--- src/rtl/fetch_unit_pkg.sv ---
// Shared types and constants for the instruction fetch unit and its prefetch queue.
package fetch_unit_pkg;
    localparam int ADDR_W  = 8;
    localparam int INSTR_W = 8;
    localparam logic [ADDR_W-1:0] RESET_PC_DEFAULT = 8'h00;

    typedef enum logic [1:0] {
        IDLE  = 2'd0,
        FETCH = 2'd1,
        STALL = 2'd2
    } fetch_state_t;

    typedef struct packed {
        logic [INSTR_W-1:0] instr;
        logic [ADDR_W-1:0]  pc;
    } fetch_entry_t;
endpackage

--- src/rtl/fetch_fifo.sv ---
// Depth-parameterised prefetch queue with synchronous flush; head reads as zero when empty.
module fetch_fifo
    import fetch_unit_pkg::*;
#(
    parameter int  DEPTH = 4,
    localparam int AW    = $clog2(DEPTH)
) (
    input  logic         clock,
    input  logic         reset,
    input  logic         flush,
    input  logic         push,
    input  fetch_entry_t push_data,
    input  logic         pop,
    output fetch_entry_t head,
    output logic         valid,
    output logic [AW:0]  count
);
    localparam int CW = AW + 1;

    fetch_entry_t mem [DEPTH];
    logic [AW-1:0] wr_ptr;
    logic [AW-1:0] rd_ptr;
    logic          do_push;
    logic          do_pop;

    assign do_pop  = pop && (count != '0);
    assign do_push = push && ((count != CW'(DEPTH)) || do_pop);
    assign valid   = (count != '0);
    assign head    = valid ? mem[rd_ptr] : '0;

    always_ff @(posedge clock) begin
        if (reset || flush) begin
            wr_ptr <= '0;
            rd_ptr <= '0;
            count  <= '0;
        end else begin
            if (do_push) begin
                mem[wr_ptr] <= push_data;
                wr_ptr      <= wr_ptr + AW'(1);
            end
            if (do_pop) begin
                rd_ptr <= rd_ptr + AW'(1);
            end
            count <= count + CW'(do_push) - CW'(do_pop);
        end
    end
endmodule

--- src/rtl/fetch_unit.sv ---
// Credit-based instruction prefetcher with redirect flush and in-order response tracking.
// Define FETCH_PERF_EN to add saturating fetch_count/flush_count performance outputs.
module fetch_unit
    import fetch_unit_pkg::*;
#(
    parameter logic [ADDR_W-1:0] RESET_PC   = RESET_PC_DEFAULT,
    parameter int                FIFO_DEPTH = 4
) (
    input  logic               clock,
    input  logic               reset,
    output logic               imem_req,
    output logic [ADDR_W-1:0]  imem_addr,
    input  logic               imem_gnt,
    input  logic               imem_rvalid,
    input  logic [INSTR_W-1:0] imem_rdata,
    input  logic               redirect,
    input  logic [ADDR_W-1:0]  redirect_pc,
    output logic               instr_valid,
    input  logic               instr_ready,
    output logic [INSTR_W-1:0] instruction,
    output logic [ADDR_W-1:0]  pcout
`ifdef FETCH_PERF_EN
    ,
    output logic [15:0]        fetch_count,
    output logic [15:0]        flush_count
`endif
);
    localparam int            CW      = $clog2(FIFO_DEPTH) + 1;
    localparam logic [CW-1:0] DEPTH_C = CW'(FIFO_DEPTH);

    fetch_state_t      state;
    logic [ADDR_W-1:0] fetch_pc;
    logic [ADDR_W-1:0] resp_pc;
    logic [CW-1:0]     outstanding;
    logic [CW-1:0]     drop;
    logic [CW-1:0]     occupancy;
    logic [CW-1:0]     credits;
    logic [CW-1:0]     out_next;
    logic [CW-1:0]     occ_next;
    logic [CW-1:0]     credits_next;
    logic              accept;
    logic              resp;
    logic              resp_drop;
    logic              push;
    logic              pop;
    fetch_entry_t      push_data;
    fetch_entry_t      head;

    // Outstanding counts every in-flight response, dropped or not, so credits never over-commit the queue.
    assign credits   = DEPTH_C - occupancy - outstanding;
    assign imem_req  = (state == FETCH) && (credits != '0);
    assign imem_addr = fetch_pc;
    assign accept    = imem_req && imem_gnt;
    assign resp      = imem_rvalid && (outstanding != '0);
    assign resp_drop = resp && (drop != '0);
    assign push      = resp && !resp_drop && !redirect;
    assign pop       = instr_valid && instr_ready && !redirect;
    assign push_data = '{instr: imem_rdata, pc: resp_pc};

    assign out_next     = outstanding + CW'(accept) - CW'(resp);
    assign occ_next     = redirect ? '0 : (occupancy + CW'(push) - CW'(pop));
    assign credits_next = DEPTH_C - occ_next - out_next;

    // Surviving requests are consecutive from the last redirect, so one counter names each response.
    always_ff @(posedge clock) begin
        if (reset) begin
            state       <= IDLE;
            fetch_pc    <= RESET_PC;
            resp_pc     <= RESET_PC;
            outstanding <= '0;
            drop        <= '0;
        end else begin
            outstanding <= out_next;
            if (redirect) begin
                fetch_pc <= redirect_pc;
                resp_pc  <= redirect_pc;
                drop     <= out_next;
                state    <= FETCH;
            end else begin
                if (accept) fetch_pc <= fetch_pc + ADDR_W'(1);
                if (push) resp_pc <= resp_pc + ADDR_W'(1);
                if (resp_drop) drop <= drop - CW'(1);
                case (state)
                    IDLE:    state <= FETCH;
                    FETCH:   if (credits_next == '0) state <= STALL;
                    STALL:   if (credits_next != '0) state <= FETCH;
                    default: state <= IDLE;
                endcase
            end
        end
    end

    fetch_fifo #(.DEPTH(FIFO_DEPTH)) u_fifo (
        .clock     (clock),
        .reset     (reset),
        .flush     (redirect),
        .push      (push),
        .push_data (push_data),
        .pop       (pop),
        .head      (head),
        .valid     (instr_valid),
        .count     (occupancy)
    );

    assign instruction = head.instr;
    assign pcout       = head.pc;

`ifdef FETCH_PERF_EN
    always_ff @(posedge clock) begin
        if (reset) begin
            fetch_count <= '0;
            flush_count <= '0;
        end else begin
            if (accept && (fetch_count != 16'hFFFF)) fetch_count <= fetch_count + 16'd1;
            if (redirect && (flush_count != 16'hFFFF)) flush_count <= flush_count + 16'd1;
        end
    end
`endif
endmodule

--- config.mk ---
export PLATFORM = sky130hd
export DESIGN_NAME = fetch_unit
export DESIGN_NICKNAME = d
export VERILOG_FILES = /design/src/rtl/fetch_unit_pkg.sv /design/src/rtl/fetch_fifo.sv /design/src/rtl/fetch_unit.sv
export SDC_FILE = /design/constraint.sdc
export NUM_CORES = 1
export LEC_CHECK = 0
export ABC_AREA = 1
export BUFFER_PORTS_ARGS = -buffer_cell sky130_fd_sc_hd__buf_4
export CAP_MARGIN = 20
export CORE_ASPECT_RATIO = 0.6
export CORE_MARGIN = 10
export CORE_UTILIZATION = 23
export CTS_CLUSTER_DIAMETER = 80
export DETAILED_ROUTE_END_ITERATION = 16
export SLEW_MARGIN = 20
export SYNTH_ARGS = -nofsm -noshare
export SYNTH_HDL_FRONTEND = slang
export SYNTH_SLANG_ARGS = --single-unit
--- constraint.sdc ---
create_clock -name clock -period 4 [get_ports clock]
set_input_delay 0.2 -clock clock [delete_from_list [all_inputs] [get_ports clock]]
set_output_delay 0.2 -clock clock [all_outputs]
set_load 0.05 [all_outputs]
# Yosys cells after proc, flatten, opt, wreduce, memory -nomap -nowiden
# Memories as Yosys holds them, arrays and structs flattened. A register that Yosys moved wholly into a read port is not among the register bits.
# Index checks and enable logic that the tools add are counted.
[classes]
addsub = 15
eq_ne = 7
n_mux = 17
n_reduce_logical = 27
[ops]
columns = ["cell", "count"]
rows = [
  ["8-bit two-way mux", 4],
  ["8-bit by 1-bit adder with 8-bit output, second input constant", 2],
  ["16-bit two-way mux", 1],
  ["3-bit nonzero test", 5],
  ["1-bit logical AND", 10],
  ["3-bit by 1-bit adder with 3-bit output", 3],
  ["3-bit two-way mux", 3],
  ["3-bit by 1-bit subtractor with 3-bit output", 3],
  ["2-bit two-way mux", 4],
  ["3-bit inequality test, second input constant", 2],
  ["2-bit case mux with 3 select lines", 1],
  ["2-bit nonzero test", 3],
  ["3-bit subtractor", 2],
  ["3-bit subtractor, first input constant", 2],
  ["2-bit by 1-bit adder with 2-bit output, second input constant", 2],
  ["1-bit two-way mux", 4],
  ["2-bit AND reduction", 2],
  ["3-bit logical NOT", 1],
  ["3-bit by 2-bit inequality test with 1-bit output, second input constant", 1],
  ["3-bit by 1-bit subtractor with 3-bit output, second input constant", 1],
  ["2-bit by 1-bit == test with 1-bit output, second input constant", 1],
  ["2-bit == test, second input constant", 1],
  ["1-bit logical NOT", 2],
  ["2-bit logical NOT", 1],
  ["other kinds (4)", 5],
]
[totals]
ff_bits = 31
ram_bits = 64
output_inout_bits = 26
elab_cells = 76
mem_count = 1
[memory_table]
columns = ["memory", "words", "width", "read_ports", "rd_clocked_by_memory_dff", "write_ports", "line", "rtl"]
rows = [
  ["u_fifo.mem", 4, 16, 1, 1, 1, "fetch_fifo.sv:20", "fetch_entry_t mem [DEPTH];"],
]

# Logic depth before layout (Yosys ltp)
[logic_depth]
ltp_word = 15
depth_mapped = 24
mapped_depth_nobuf = 23

# Modules after synthesis
# From an unflattened synthesis, not the netlist that was laid out.
[hier_totals]
hier_cells = 533
area_unflattened_um2 = 4794.6
[by_module_without_submodules]
columns = ["mod", "instances", "cells_per_inst", "area_per_inst_um2"]
rows = [
  ["fetch_fifo", 1, 259, 3011.6],
  ["fetch_unit", 1, 274, 1783.0],
]

# Worst setup path after synthesis
# Ideal clock, no wire load.
[synth_timing]
path_type = "flip-flop to flip-flop"
from = "reg u_fifo.count[1]"
to = "reg state[0]"
setup_ps = 112
arrival_ps = 3428
path_slack_ps = 460
stages_incl_launch_ff = 22
n_path_buf = 1
cell_sequence = "dfxtp_1 ha_1 inv_1 ha_1 xnor2_1 nand2_1 nand3_1 nand3_2 buf_6 ha_1 inv_1 ha_1 fa_1 ha_1 inv_1 ha_1 xor2_1 nand3b_1 nand3_1 nand3_1 nand2_1 nand2_1"
[synth_via]
elab_chain_len = 11
[synth_rtl]
columns = ["item", "line", "rtl"]
rows = [
  ["from (decl)", "fetch_fifo.sv:16", "output logic [AW:0] count"],
  ["from (signal assigned)", "fetch_fifo.sv:44", "count <= count + CW'(do_push) - CW'(do_pop);"],
  ["3-bit subtractor (*) (2 in a row)", "fetch_unit.sv:50", "assign credits = DEPTH_C - occupancy - outstanding;"],
  ["3-bit nonzero test (*)", "fetch_unit.sv:51", "assign imem_req = (state == FETCH) && (credits != '0);"],
  ["1-bit logical AND (*)", "fetch_unit.sv:51", ""],
  ["1-bit logical AND (*)", "fetch_unit.sv:53", "assign accept = imem_req && imem_gnt;"],
  ["3-bit by 1-bit adder with 3-bit output (*)", "fetch_unit.sv:60", "assign out_next = outstanding + CW'(accept) - CW'(resp);"],
  ["3-bit by 1-bit subtractor with 3-bit output (*)", "fetch_unit.sv:60", ""],
  ["via out_next[1]", "fetch_unit.sv:38", "logic [CW-1:0] out_next;"],
  ["3-bit subtractor (*)", "fetch_unit.sv:62", "assign credits_next = DEPTH_C - occ_next - out_next;"],
  ["3-bit nonzero test or 3-bit logical NOT (tied branches)", "fetch_unit.sv:86, fetch_unit.sv:85", ""],
  ["3-bit inequality test (no line) or 3-bit by 2-bit inequality test with 1-bit output (tied branches)", "-", ""],
  ["2-bit AND reduction (no line) (*)", "-", ""],
  ["to (signal assigned)", "fetch_unit.sv:85", "FETCH: if (credits_next == '0) state <= STALL;"],
  ["to (signal assigned)", "fetch_unit.sv:86", "STALL: if (credits_next != '0) state <= FETCH;"],
  ["to (signal assigned)", "fetch_unit.sv:87", "default: state <= IDLE;"],
  ["to (decl)", "fetch_unit.sv:31", "fetch_state_t state;"],
]
# The timed path passes the listed nets; every way through them passes the cells marked *.
# A chain may end at the register's enable or synchronous reset.

# Worst setup path in the final report
# Same ends and word-level chain as after synthesis.

==> reports/metrics.csv <==
stage;metric;value;unit
worst_setup_path;arrival;3.94;ns
logic_synthesis;synth-edff-count;64;
worst_setup_path;rr_worst_depth;21;
cts;insertion_delay;0.34;ns
logic_synthesis;netlist.area_leader.share;41.3;%
timing;max_clock_freq;270;MHz
logic_synthesis;synth-seq-cells;97;
timing;slew_headroom;52.6;%
timing;fin_crit;3.70;ns
cts;cts.path.max_buffers;2;
cts;cts_resized;0;
global_route;busiest_layer;met2;
timing;slew_violations;0;
logic_synthesis;synth_top_area_cell;edfxtp_1;
worst_setup_path;cp-end-kind;register;
global_route;met3_usage;2.77;%
logic_synthesis;async_reset_ff_share;0;%
worst_setup_path;cp-startpoint;u_fifo.count[1]$_SDFF_PP0_;
die;initial_core_util;23.3;%
routing;route.detailed.drc;0;
min_path;whs_path_depth;1;
die;fp.dieH;130;µm
power_and_ir_drop;p_leak;2.29;nW
logic_synthesis;synth_nets;559;
worst_setup_path;crit_type;reg -> reg;
power_and_ir_drop;irDropWorstVdd;0.228;mV
timing;finClkSkew;0.00719;ns
logic_synthesis;syn_area;0.00466;mm²
die;row_count;40;
worst_setup_path;slowest_stage;fa_1;
worst_setup_path;cp-endpoint;state[0]$_SDFFE_PP0P_;
placement;place.gp.congestion;0.771;
placement;post-place-ws;0.308;ns
timing;hold_viol_final;0;
layout;regArea;0.00258;mm²
cts;htreeDepth;3;
timing;hold_slack;0.0553;ns
logic_synthesis;synth_top_cells_by_count;97 x nor2_1, 82 x nand2_1, 64 x edfxtp_1, 52 x inv_1, 42 x o21ai_0;
placement;io_buffers;47;
layout;fillers;2094;
global_route;grt-ovfl-total;0;
timing;fin_crit_sh;92.5;%
layout;nets;606;
die;dieArea;0.0265;mm²
cts;cts_tree;done;
cts;cts-hold-fix-buffers;0;
run_status;status;completed;
timing;setup_viol;0;
global_route;antenna_found_initial;0;
worst_setup_path;crit_path_start_kind;register;
die;core;0.0200;mm²
power_and_ir_drop;p_total;2.79;mW
timing;tightest_slew;0.711;ns
worst_setup_path;cpMostUsedCell;ha_1;
global_route;grt_max_degree;34;
routing;routedWlPerCell;13.5;µm
global_route;gr-usage-met2;12.6;%
global_route;groute.layer.met1.usage;12.2;%
worst_setup_path;rr_startpoint;u_fifo.count[1]$_SDFF_PP0_;
layout;multiInputGateArea;0.00177;mm²
layout;drive_gt1_share;14.8;%
logic_synthesis;ys_seq_area_share;55.5;%
routing;via_per_inst;4.18;
logic_synthesis;ys_warn_count;0;
global_route;grt_pass1_vias;3302;
logic_synthesis;synthCells;514;
logic_synthesis;avgSynthCellArea;9.06;µm²
worst_setup_path;worst-path-max-fanout;6;
cts;postCtsSetupRepairBufs;0;
worst_setup_path;crit_path_max_incr_delay;0.50;ns
logic_synthesis;synth_top_flop_cell;edfxtp_1;
min_path;min_path_type;in -> reg;
timing;fin_setup_tns;0;ns
layout;synthToLayoutAreaGrowth;20.7;%
worst_setup_path;r2r_end;state[0]$_SDFFE_PP0P_;
cts;clock_sinks;97;
global_route;grt_usage;8.72;%
routing;drtIter0Drc;280;
flow_run;cap_viol_max_count;0;
logic_synthesis;synthTopCellsByArea;edfxtp_1 41%, dfxtp_1 14%, nor2_1 7.8%;
cts;path_clk_slew;0.07;ns
global_route;grt_pass1_wl;18000;µm
routing;postRouteAntennaNets;0;
timing;fin_ws;0.300;ns
worst_setup_path;critPathRequiredTime;4.24;ns
worst_setup_path;r2r_slack;0.30;ns
die;fp.dieW;204;µm
cts;root_buffer;clkbuf_16;
power_and_ir_drop;p_per_area;496;mW/mm²
timing;rsz0062_at_grt;false;
routing;totalWireLength;11300;µm
logic_synthesis;synth.most_common_cell;nor2_1;
layout;antenna-diode-count;0;
cts;cts-buffers-inserted;9;
placement;dp_hpwl;7790;µm
routing;vias;3511;
worst_setup_path;crit_path_cell_trace;ha_1 > inv_1 > ha_1 > xnor2_1 > nand2_1 > nand3_1 > nand3_2 > ha_1 > inv_1 > ha_1 > fa_1 > ha_1 > inv_1 > ha_1 > xor2_1 > nand3b_1 > nand2_1 > nand2_1 > nand3_1 > nand2_1 > nand2_1;
routing;drtPass1Iterations;4;
logic_synthesis;synth_cell_types;29;
die;ios;48;
-- logic make-up (layout without fill, tap and decap cells) --
| group | after synthesis | after routing | synth area share, % |
|---|---|---|---|
| simple gates | 223 | 223 | 20.1 |
| flops | 97 | 97 | 55.5 |
| compound gates | 84 | 84 | 9.16 |
| buf+inv | 76 | 128 | 6.50 |
| fa+ha+maj | 23 | 23 | 6.66 |
| xor+xnor | 11 | 11 | 2.07 |
-- worst min path at each step --
stage | from | to | slack [ns]
after floorplan | imem_rdata[2] | u_fifo.mem[0][10]$_DFFE_PP_ | 0.30
after global placement | imem_rdata[3] | u_fifo.mem[1][11]$_DFFE_PP_ | 0.40
after detailed placement | imem_rdata[3] | u_fifo.mem[1][11]$_DFFE_PP_ | 0.41
after CTS | imem_rdata[3] | u_fifo.mem[1][11]$_DFFE_PP_ | 0.05
after global routing | imem_rdata[6] | u_fifo.mem[3][14]$_DFFE_PP_ | 0.04
final | imem_rdata[1] | u_fifo.mem[0][9]$_DFFE_PP_ | 0.06
-- sequential cells by signal (all words and copies together) (netlist names), named ones only --
signal,cells
u_fifo.mem,64
imem_addr,8
u_fifo.wr_ptr,2
u_fifo.count,3
u_fifo.rd_ptr,2
resp_pc,8
drop,3
outstanding,3
state,2
-- per-stage QoR --
| stage | cell area (µm²) | utilization (%) | cells |
|---|---|---|---|
| after floorplan | 4660 | - | 514 |
| after global placement | 5320 | 26.6 | 823 |
| after detailed placement | 5320 | 26.6 | 823 |
| after CTS | 5620 | 28.2 | 839 |
| after global routing | 5620 | 28.2 | 839 |
| final | 5620 | 28.2 | 839 |
-- routing by layer --
layer / vias to the layer above / wire length (µm)
met5: - / 0
met4: 0 / 99
met3: 6 / 706
met2: 65 / 4670
met1: 1656 / 5850
li1: 1784 / -
-- cell usage in the layout (no fill, tap or decap), types with 2 or more instances in the layout --
| cell type | Yosys | final |
|---|---|---|
| nor2_1 | 97 | 97 |
| nand2_1 | 82 | 82 |
| edfxtp_1 | 64 | 64 |
| buf_4 | 0 | 54 |
| inv_1 | 52 | 52 |
| o21ai_0 | 42 | 42 |
| a21oi_1 | 36 | 36 |
| dfxtp_1 | 33 | 33 |
| nand3_1 | 27 | 27 |
| ha_1 | 20 | 20 |
| clkbuf_16 | 0 | 9 |
| xor2_1 | 7 | 7 |
| inv_2 | 5 | 5 |
| xnor2_1 | 4 | 4 |
| nand2_2 | 3 | 3 |
| nand4_1 | 3 | 3 |
| nand3_2 | 3 | 3 |
| nor3_1 | 3 | 3 |
| o21ai_1 | 3 | 3 |
| fa_1 | 3 | 3 |
| o211ai_1 | 2 | 2 |
| inv_8 | 0 | 2 |
-- worst max-delay path, delay by kind of cell, from the launching register on --
| family | cells | cell delay [ns] |
|---|---|---|
| XOR/XNOR | 2 | 0.31 |
| adder cells (fa/ha/maj) | 7 | 1.92 |
| buffers and inverters | 3 | 0.16 |
| flip-flops | 1 | 0.49 |
| AND/OR/NAND/NOR | 9 | 0.71 |
-- layout make-up --
type                       count  area share, %
sequential                    97           45.9
multi-input combinational    341           31.5
timing repair buffer          54           7.21
tap                          273           6.08
clock buffer                  10           4.07
inverter                      58           3.89
clock inverter                 6           1.31
-- report_power, final --
| part | internal [mW] | total (mW) | switching, mW |
|---|---|---|---|
| logic | 0.256 | 0.716 | 0.461 |
| clock network | 0.495 | 0.882 | 0.387 |
| registers | 1.13 | 1.19 | 0.0593 |
| total | 1.88 | 2.79 | 0.906 |
Note: power is estimated with default switching activity, not from simulation.
